### src/rtl/mem_stage_lsu.sv
// MEM-stage load/store unit: drives the data-memory req/ready handshake,
// lane-aligns stores, extracts/extends loads and stalls the pipeline meanwhile.
module mem_stage_lsu #(
    parameter int WIDTH       = 32,
    parameter int TIMEOUT_CYC = 255
) (
    input  logic             clk,
    input  logic             reset_n,
    input  logic             mem_valid,
    input  logic             mem_read,
    input  logic             mem_write,
    input  logic [2:0]       funct3,
    input  logic [WIDTH-1:0] addr,
    input  logic [WIDTH-1:0] store_data,
    output logic             dmem_req,
    output logic             dmem_we,
    output logic [WIDTH-1:0] dmem_addr,
    output logic [WIDTH-1:0] dmem_wdata,
    output logic [3:0]       dmem_wstrb,
    input  logic             dmem_ready,
    input  logic [WIDTH-1:0] dmem_rdata,
    output logic [WIDTH-1:0] load_data,
    output logic             stall,
    output logic             misalign,
    output logic             bus_error
);

    localparam logic [1:0] S_IDLE = 2'd0;
    localparam logic [1:0] S_BUSY = 2'd1;
    localparam logic [1:0] S_RESP = 2'd2;

    localparam logic [7:0] TO_CYC = 8'(TIMEOUT_CYC);
    localparam logic       TO_EN  = (TIMEOUT_CYC != 0);

    logic [1:0]       r_state;
    logic [7:0]       r_cnt;
    logic             r_we;
    logic             r_is_ld;
    logic [2:0]       r_f3;
    logic [1:0]       r_off;
    logic [WIDTH-1:0] r_addr;
    logic [WIDTH-1:0] r_wdata;
    logic [3:0]       r_wstrb;
    logic [WIDTH-1:0] r_load;

    logic             w_idle;
    logic             w_busy;
    logic             w_is_ld;
    logic             w_is_st;
    logic             w_access;
    logic             w_legal;
    logic             w_aligned;
    logic             w_start;
    logic             w_fault;
    logic [3:0]       w_wstrb;
    logic [WIDTH-1:0] w_wdata;
    logic [7:0]       w_cnt_nxt;
    logic             w_timeout;
    logic [7:0]       w_byte;
    logic [15:0]      w_half;
    logic [WIDTH-1:0] w_ext;

    assign w_idle   = (r_state == S_IDLE);
    assign w_busy   = (r_state == S_BUSY);
    assign w_is_ld  = mem_read & ~mem_write;
    assign w_is_st  = mem_write & ~mem_read;
    assign w_access = mem_valid & (mem_read ^ mem_write);

    // Unsigned load widths (BU/HU) have no store counterpart.
    always_comb begin
        w_legal   = 1'b0;
        w_aligned = 1'b0;
        case (funct3)
            3'b000: begin w_legal = 1'b1;    w_aligned = 1'b1;               end
            3'b001: begin w_legal = 1'b1;    w_aligned = ~addr[0];           end
            3'b010: begin w_legal = 1'b1;    w_aligned = (addr[1:0] == 2'b00); end
            3'b100: begin w_legal = w_is_ld; w_aligned = 1'b1;               end
            3'b101: begin w_legal = w_is_ld; w_aligned = ~addr[0];           end
            default: begin w_legal = 1'b0;   w_aligned = 1'b0;               end
        endcase
    end

    assign w_start = w_idle & w_access & w_legal & w_aligned;
    assign w_fault = w_idle & w_access & ~(w_legal & w_aligned);

    always_comb begin
        w_wstrb = 4'b0000;
        w_wdata = '0;
        if (w_is_st) begin
            case (funct3[1:0])
                2'b00: begin
                    w_wstrb = 4'b0001 << addr[1:0];
                    w_wdata = {4{store_data[7:0]}};
                end
                2'b01: begin
                    w_wstrb = 4'b0011 << addr[1:0];
                    w_wdata = {2{store_data[15:0]}};
                end
                default: begin
                    w_wstrb = 4'b1111;
                    w_wdata = store_data;
                end
            endcase
        end
    end

    assign w_cnt_nxt = r_cnt + 8'd1;
    assign w_timeout = TO_EN & w_busy & ~dmem_ready & (w_cnt_nxt == TO_CYC);

    assign w_byte = 8'(dmem_rdata >> {r_off, 3'b000});
    assign w_half = r_off[1] ? dmem_rdata[31:16] : dmem_rdata[15:0];

    always_comb begin
        case (r_f3)
            3'b000:  w_ext = {{24{w_byte[7]}}, w_byte};
            3'b001:  w_ext = {{16{w_half[15]}}, w_half};
            3'b100:  w_ext = {24'd0, w_byte};
            3'b101:  w_ext = {16'd0, w_half};
            default: w_ext = dmem_rdata;
        endcase
    end

    always_ff @(posedge clk or negedge reset_n) begin
        if (!reset_n) begin
            r_state <= S_IDLE;
            r_cnt   <= 8'd0;
            r_we    <= 1'b0;
            r_is_ld <= 1'b0;
            r_f3    <= 3'd0;
            r_off   <= 2'd0;
            r_addr  <= '0;
            r_wdata <= '0;
            r_wstrb <= 4'b0000;
            r_load  <= '0;
        end else begin
            case (r_state)
                S_IDLE: begin
                    if (w_start) begin
                        r_state <= S_BUSY;
                        r_cnt   <= 8'd0;
                        r_we    <= w_is_st;
                        r_is_ld <= w_is_ld;
                        r_f3    <= funct3;
                        r_off   <= addr[1:0];
                        r_addr  <= {addr[WIDTH-1:2], 2'b00};
                        r_wdata <= w_wdata;
                        r_wstrb <= w_wstrb;
                    end
                end
                S_BUSY: begin
                    if (dmem_ready) begin
                        r_state <= S_RESP;
                        r_cnt   <= 8'd0;
                        if (r_is_ld) r_load <= w_ext;
                    end else if (w_timeout) begin
                        r_state <= S_RESP;
                        r_cnt   <= 8'd0;
                        r_load  <= '0;
                    end else begin
                        r_cnt <= w_cnt_nxt;
                    end
                end
                S_RESP:  r_state <= S_IDLE;
                default: r_state <= S_IDLE;
            endcase
        end
    end

    // Reset gating keeps the combinational outputs quiet while reset is held.
    assign dmem_req   = w_busy;
    assign dmem_we    = r_we;
    assign dmem_addr  = r_addr;
    assign dmem_wdata = r_wdata;
    assign dmem_wstrb = r_wstrb;
    assign load_data  = r_load;
    assign stall      = reset_n & (w_busy | w_start);
    assign misalign   = reset_n & w_fault;
    assign bus_error  = reset_n & w_timeout;

endmodule

### config.mk
export PLATFORM = sky130hd
export DESIGN_NAME = mem_stage_lsu
export DESIGN_NICKNAME = d
export VERILOG_FILES = /design/src/rtl/mem_stage_lsu.sv
export SDC_FILE = /design/constraint.sdc
export NUM_CORES = 1
export LEC_CHECK = 0
export ABC_CLOCK_PERIOD_IN_PS = 2900
export BUFFER_PORTS_ARGS = -buffer_cell sky130_fd_sc_hd__buf_2
export CAP_MARGIN = 5
export CORE_MARGIN = 5
export CORE_UTILIZATION = 49
export DETAILED_ROUTE_END_ITERATION = 16
export PLACE_DENSITY_LB_ADDON = 0.3
export SETUP_SLACK_MARGIN = 0.5
export SYNTH_ARGS = -nofsm -noshare
export SYNTH_HDL_FRONTEND = slang
export SYNTH_SLANG_ARGS = --single-unit
### constraint.sdc
create_clock -name clk -period 2.9 [get_ports clk]
set_input_delay 0.87 -clock clk [delete_from_list [all_inputs] [get_ports clk]]
set_output_delay 0.87 -clock clk [all_outputs]
set_load 0.05 [all_outputs]
=== Word level (Yosys, flattened, before mapping) ===
Cells that the tools add are included.
Widths: inputs -> output; s select.

* Add/sub/neg operators: 1
* Multipliers: 0
* Div/mod/pow operators: 0
* Order comparisons: 0
* Equal/unequal tests: 13
* Shifts and indexed selects: 3
* Muxes and demuxes: 19
* Bitwise logic cells: 20
* Reductions and logical operators: 15

{| class="wikitable"
|+ Operators with widths
! operator !! count
|-
| $mux 32 || 4
|-
| $pmux 32 s4 || 1
|-
| $pmux 32 s2 || 1
|-
| $shr 32x5->8 || 1
|-
| $mux 8 || 3
|-
| $mux 16 || 1
|-
| $pmux 8 s2 || 1
|-
| $and 1x1->1 || 13
|-
| $eq 3x3->1 const B || 4
|-
| $add 8x1->8 const B || 1
|-
| $eq 8x8->1 const B || 1
|-
| $pmux 4 s2 || 1
|-
| $eq 3x1->1 const B || 2
|-
| $logic_not 2->1 || 3
|-
| $logic_not 3->1 || 2
|-
| $mux 2 || 3
|-
| $reduce_and 2->1 || 3
|-
| $reduce_or 2->1 || 3
|-
| $not 1->1 || 5
|-
| $eq 2x1->1 const B || 2
|-
| $mux 4 || 1
|-
| $ne 2x1->1 const B || 2
|-
| $pmux 2 s2 || 1
|-
| $reduce_bool 2->1 || 2
|-
| other kinds (10) || 10
|}

* Bits in registers: 115
* Bits in latches: 0
* RAM bits: 0
* Bits in read-only memories: 0
* Input port bits: 105
* Output and inout port bits: 105
* Logic and storage cells: 81
* Memories kept: 0

=== Longest topological paths before layout ===
* Depth in word-level cells: 7
* Mapped depth: 9
* Mapped depth without buffers: 7

=== Worst setup path before layout ===
OpenSTA, ideal clock, no wires.

* Path type: input-to-output
* Start: input port funct3[0]
* End: output port stall
* Data arrival time: 2.296 ns
* Data required time: 2.030 ns
* Setup slack: -0.266 ns
* Cell stages on the path: 6
* Path through: clkbuf_1 nor4_1 a21oi_1 nor2_1 o21bai_1 nor2_1

* Longest elaborated chain between the ends: 7

{| class="wikitable"
|+ RTL lines
! item !! RTL line !! RTL
|-
| from (decl) || 12 || <nowiki>input logic [2:0] funct3,</nowiki>
|-
| $eq 3x2->1, or another cell as far along || 73 || <nowiki>case (funct3)</nowiki>
|-
| $reduce_or 3->1 (no source line) or $reduce_or 2->1 (tied branches) || -- ||
|-
| $pmux 1 s2 || 73 ||
|-
| $and 1x1->1 || 83 || <nowiki>assign w_start = w_idle & w_access & w_legal & w_aligned;</nowiki>
|-
| $and 1x1->1 (*) || 83 ||
|-
| $or 1x1->1 (*) || 176 || <nowiki>assign stall = reset_n & (w_busy | w_start);</nowiki>
|-
| $and 1x1->1 (*) || 176 ||
|-
| to (decl) || 23 || <nowiki>output logic stall,</nowiki>
|}

Mark *: on every way between the ends. The rest lies on a longest branch, timed or not.

=== Worst setup path after layout ===
* Start: register r_cnt[1]
* End: output port bus_error

* Longest elaborated chain between the ends: 4

{| class="wikitable"
|+ RTL lines
! item !! RTL line !! RTL
|-
| from (decl) || 36 || <nowiki>logic [7:0] r_cnt;</nowiki>
|-
| from (signal assigned) || 160 || <nowiki>r_cnt <= w_cnt_nxt;</nowiki>
|-
| $add 8x1->8 || 107 || <nowiki>assign w_cnt_nxt = r_cnt + 8'd1;</nowiki>
|-
| $eq 8x8->1 || 108 || <nowiki>assign w_timeout = TO_EN & w_busy & ~dmem_ready & (w_cnt_nxt == TO_CYC);</nowiki>
|-
| $and 1x1->1 || 108 ||
|-
| $and 1x1->1 || 178 || <nowiki>assign bus_error = reset_n & w_timeout;</nowiki>
|-
| to (decl) || 25 || <nowiki>output logic bus_error</nowiki>
|}

Every way passes these cells.

==> impl_metrics.py <==
metrics = {
    "synthesis": {
        "synth_top_area_cell": "dfrtp_1",
        "synthesis.area_um2": 5485,
        "ys.warnings.count": 0,
        "netlist_instances": 590,
        "synth_top_area_share_pct": 52.46,
        "ys_types": 42,
        "postSynth.asyncResetShare_pct": 100.0,
        "synth_edf_count": 0,
        "synth_ff_type": "dfrtp_1",
        "ys_seq_area_share_pct": 52.46,
        "syn_avg_cell_area_um2": 9.297,
        "netlist_top_cells_area": "dfrtp_1 (52%), nand2_1 (13%), a221o_1 (4.2%), mux2_2 (3.5%), nand3_1 (3.1%)",
        "ys_ff_latch": 115,
    },
    "setup_path": {
        "arrival_ns": 2.26,
        "cp_num_buf_inv": 1,
        "cp-start-kind": "flop",
        "critPathMaxStageDelay_ns": 0.41,
        "crit_family": "simple AND/OR/NAND/NOR gates",
        "crit_fanout": 4,
        "endpoint_kind": "output pin",
        "path_cells": "ha_4 > nand3_4 > or3_4 > a2111oi_4 > and3_4 > buf_8",
        "critPathSlowestCell": "dfrtp_1",
        "crit_type": "reg2out",
        "critPathRequiredTime_ns": 2.03,
    },
    "floorplan": {
        "coreArea_um2": 10890,
        "pin_count": 210,
        "initial_core_util_pct": 50.38,
        "die_area_um2": 13410,
        "floorplan.rows": 38,
        "chipHeight_um": 115.8,
        "die_w_um": 115.8,
    },
    "cells_and_area": {
        "layout-drive-gt1-share_pct": 38.32,
        "mostFrequentLayoutCells": "buf_2 (199), nand2_1 (190), dfrtp_1 (114), nand3_1 (34), buf_4 (31)",
        "num-fill-cells": 854,
        "nets": 918,
        "final_cells": 963,
        "layout_commonest_cell": "buf_2",
        "fin_area_um2": 7637,
        "syn2layout_area_growth_pct": 39.23,
    },
    "status": {
        "status": "finished, violations left",
        "violations": "negative setup slack",
    },
    "power": {
        "power.density_nw_per_um2": 939.1,
        "leakagePower_nw": 4.062,
        "net-switching-power_w": 0.003036,
        "clockPowerShare_pct": 29.5,
        "vdd_drop_max_mv": 0.8215,
        "p_comb_share_pct": 38.6,
        "pwr-share-seq_pct": 31.8,
        "p_int_w": 0.004136,
        "netSwitchingFraction_pct": 42.33,
    },
    "timing": {
        "rsz0062_at_grt": "true",
        "setup_violations": 1,
        "slew_headroom_pct": 45.49,
        "fmax_mhz": 319.2,
        "hold_slack_ns": 0.1650,
        "slew_viol_final": 0,
        "timing.final.crit_share_pct": 108.0,
        "fin_worst_skew_ns": 0.006718,
        "min_period_ns": 3.133,
        "setup_ws_ns": -0.2326,
        "final-hold-violation-count": 0,
        "tightest_slew_ns": 0.8177,
    },
    "cts": {
        "cts_sinks": 115,
        "path_clk_slew_ns": 0.06,
        "root_buffer": "clkbuf_8",
        "clock_latency_ns": 0.52,
        "clk_path_buf_depth": 2,
        "ctsHtreeMaxLevel": 4,
        "hold_buffers": 0,
        "cts_tree": "done",
        "cts_buffers": 17,
    },
    "routing": {
        "routed_wl_um": 16150,
        "wire_per_inst_um": 16.77,
        "vias": 5113,
        "postRouteAntennaNets": 0,
        "vias_per_cell": 5.309,
        "drc_errors": 0,
        "drt_first_pass_iters": 4,
        "drt_iter0_markers": 332,
    },
    "global_route": {
        "antenna_found_initial": 1,
        "overflow": 0,
        "grt_pass1_wl_um": 25560,
        "grt_use_total_pct": 24.38,
        "grt_pass1_vias": 5048,
        "grt_max_degree": 67,
    },
    "placed_design": {
        "dp_worst_setup_slack_ns": -0.01939,
        "post_dp_cell_area_um2": 6852,
        "dp.cells": 922,
        "port_buffers": 207,
        "dpl.hpwl_um": 11770,
        "place_congestion": 0.8471,
    },
    "worst_hold_path": {
        "hp-class": "in2async",
    },
    "job": {
        "maxCapViolCount": 0,
    },
}
[Yosys cell counts (2+ instances only)]
master	instances
a211oi_1	5
a21boi_0	4
a21oi_1	19
a221o_1	23
and2_1	2
and3_1	3
buf_1	6
buf_4	2
buf_6	2
clkbuf_1	30
dfrtp_1	115
ha_1	4
inv_1	6
mux2_2	17
mux2i_1	13
nand2_1	190
nand2b_1	6
nand3_1	34
nor2_1	25
nor2b_1	10
nor3_1	3
nor3b_1	8
nor4_1	2
o21ai_0	29
o2bb2ai_1	14
xor2_1	2
[cell type report]
cell class / instances / area, µm² / area share, %
antenna: 1 / 2.502 / 0.03277
timing repair buffer: 239 / 1375 / 18.00
sequential: 115 / 2879 / 37.70
clock inverter: 15 / 190.2 / 2.490
tap: 140 / 175.2 / 2.294
clock buffer: 17 / 414.1 / 5.423
multi-input combinational: 430 / 2571 / 33.67
inverter: 6 / 30.03 / 0.3932
[per-layer routing]
layer	track usage, %	vias to the layer above	share of wire (%)
li1	-	2457	-
met1	31.18	2426	41
met2	39.59	199	49
met3	6.789	31	8.6
met4	9.435	0	1.8
met5	0	-	0
[kinds of logic after synthesis]
| family | after synthesis | share of synthesized area [%] |
|---|---|---|
| and+or+nand+nor | 289 | 22.70 |
| DFF | 115 | 52.46 |
| AOI/OAI and AO/OA | 101 | 13.55 |
| buffers and inverters | 46 | 3.558 |
| muxes | 31 | 6.273 |
| adders and majority gates | 4 | 0.9124 |
| xor gates and xnor gates | 3 | 0.4791 |
| other | 1 | 0.06837 |
[worst paths after layout]
check                              startpoint             to  slack (ns)  cells after the start
min in group clk                dmem_wdata[5]  dmem_wdata[5]        0.46                      2
worst min register to register  dmem_wdata[5]  dmem_wdata[5]        0.46                      2
max in group asynchronous             reset_n     r_state[0]        1.69                      2
worst max-delay path                 r_cnt[1]      bus_error       -0.23                      6
worst max register to register       r_cnt[1]  load_data[26]        0.48                      8
worst min-delay path                  reset_n       r_cnt[7]        0.17                      1
[stage by stage]
stage / power (W) / utilization, % / setup TNS, ns
2_1_floorplan: 0.004266 / - / 0
3_3_place_gp: 0.004973 / 62.93 / 0
3_5_place_dp: 0.005040 / 62.93 / -0.01939
4_1_cts: 0.007206 / 69.73 / -0.2299
5_1_grt: 0.007506 / 70.14 / -0.3238
6_report: 0.007172 / 70.14 / -0.2326
[flip-flops by register name (all words and copies together), names as in the netlist]
| name | cells |
|---|---|
| r_f3 | 3 |
| r_off | 2 |
| dmem_wstrb | 4 |
| r_is_ld | 1 |
| dmem_wdata | 32 |
| r_state | 2 |
| r_cnt | 8 |
| dmem_we | 1 |
| load_data | 32 |
| dmem_addr | 30 |
[power groups by stage]
stage | Combinational, W | Clock [W] | Sequential [W]
final | 0.00277 | 0.00212 | 0.00228
after global routing | 0.00293 | 0.00224 | 0.00234
after CTS | 0.00277 | 0.00215 | 0.00228
after detailed placement | 0.00273 | 0 | 0.00230
after global placement | 0.00269 | 0 | 0.00228
after floorplan | 0.000674 | 0 | 0.00359
[what timing repair did]
action / 4_1_cts / 5_1_grt
buffers inserted: 4 / 3
pin swaps: 9 / 0
endpoints found under the setup margin: 24 / 24
gates resized for setup: 27 / 4
No activity file was read; power rests on OpenSTA's default activity.
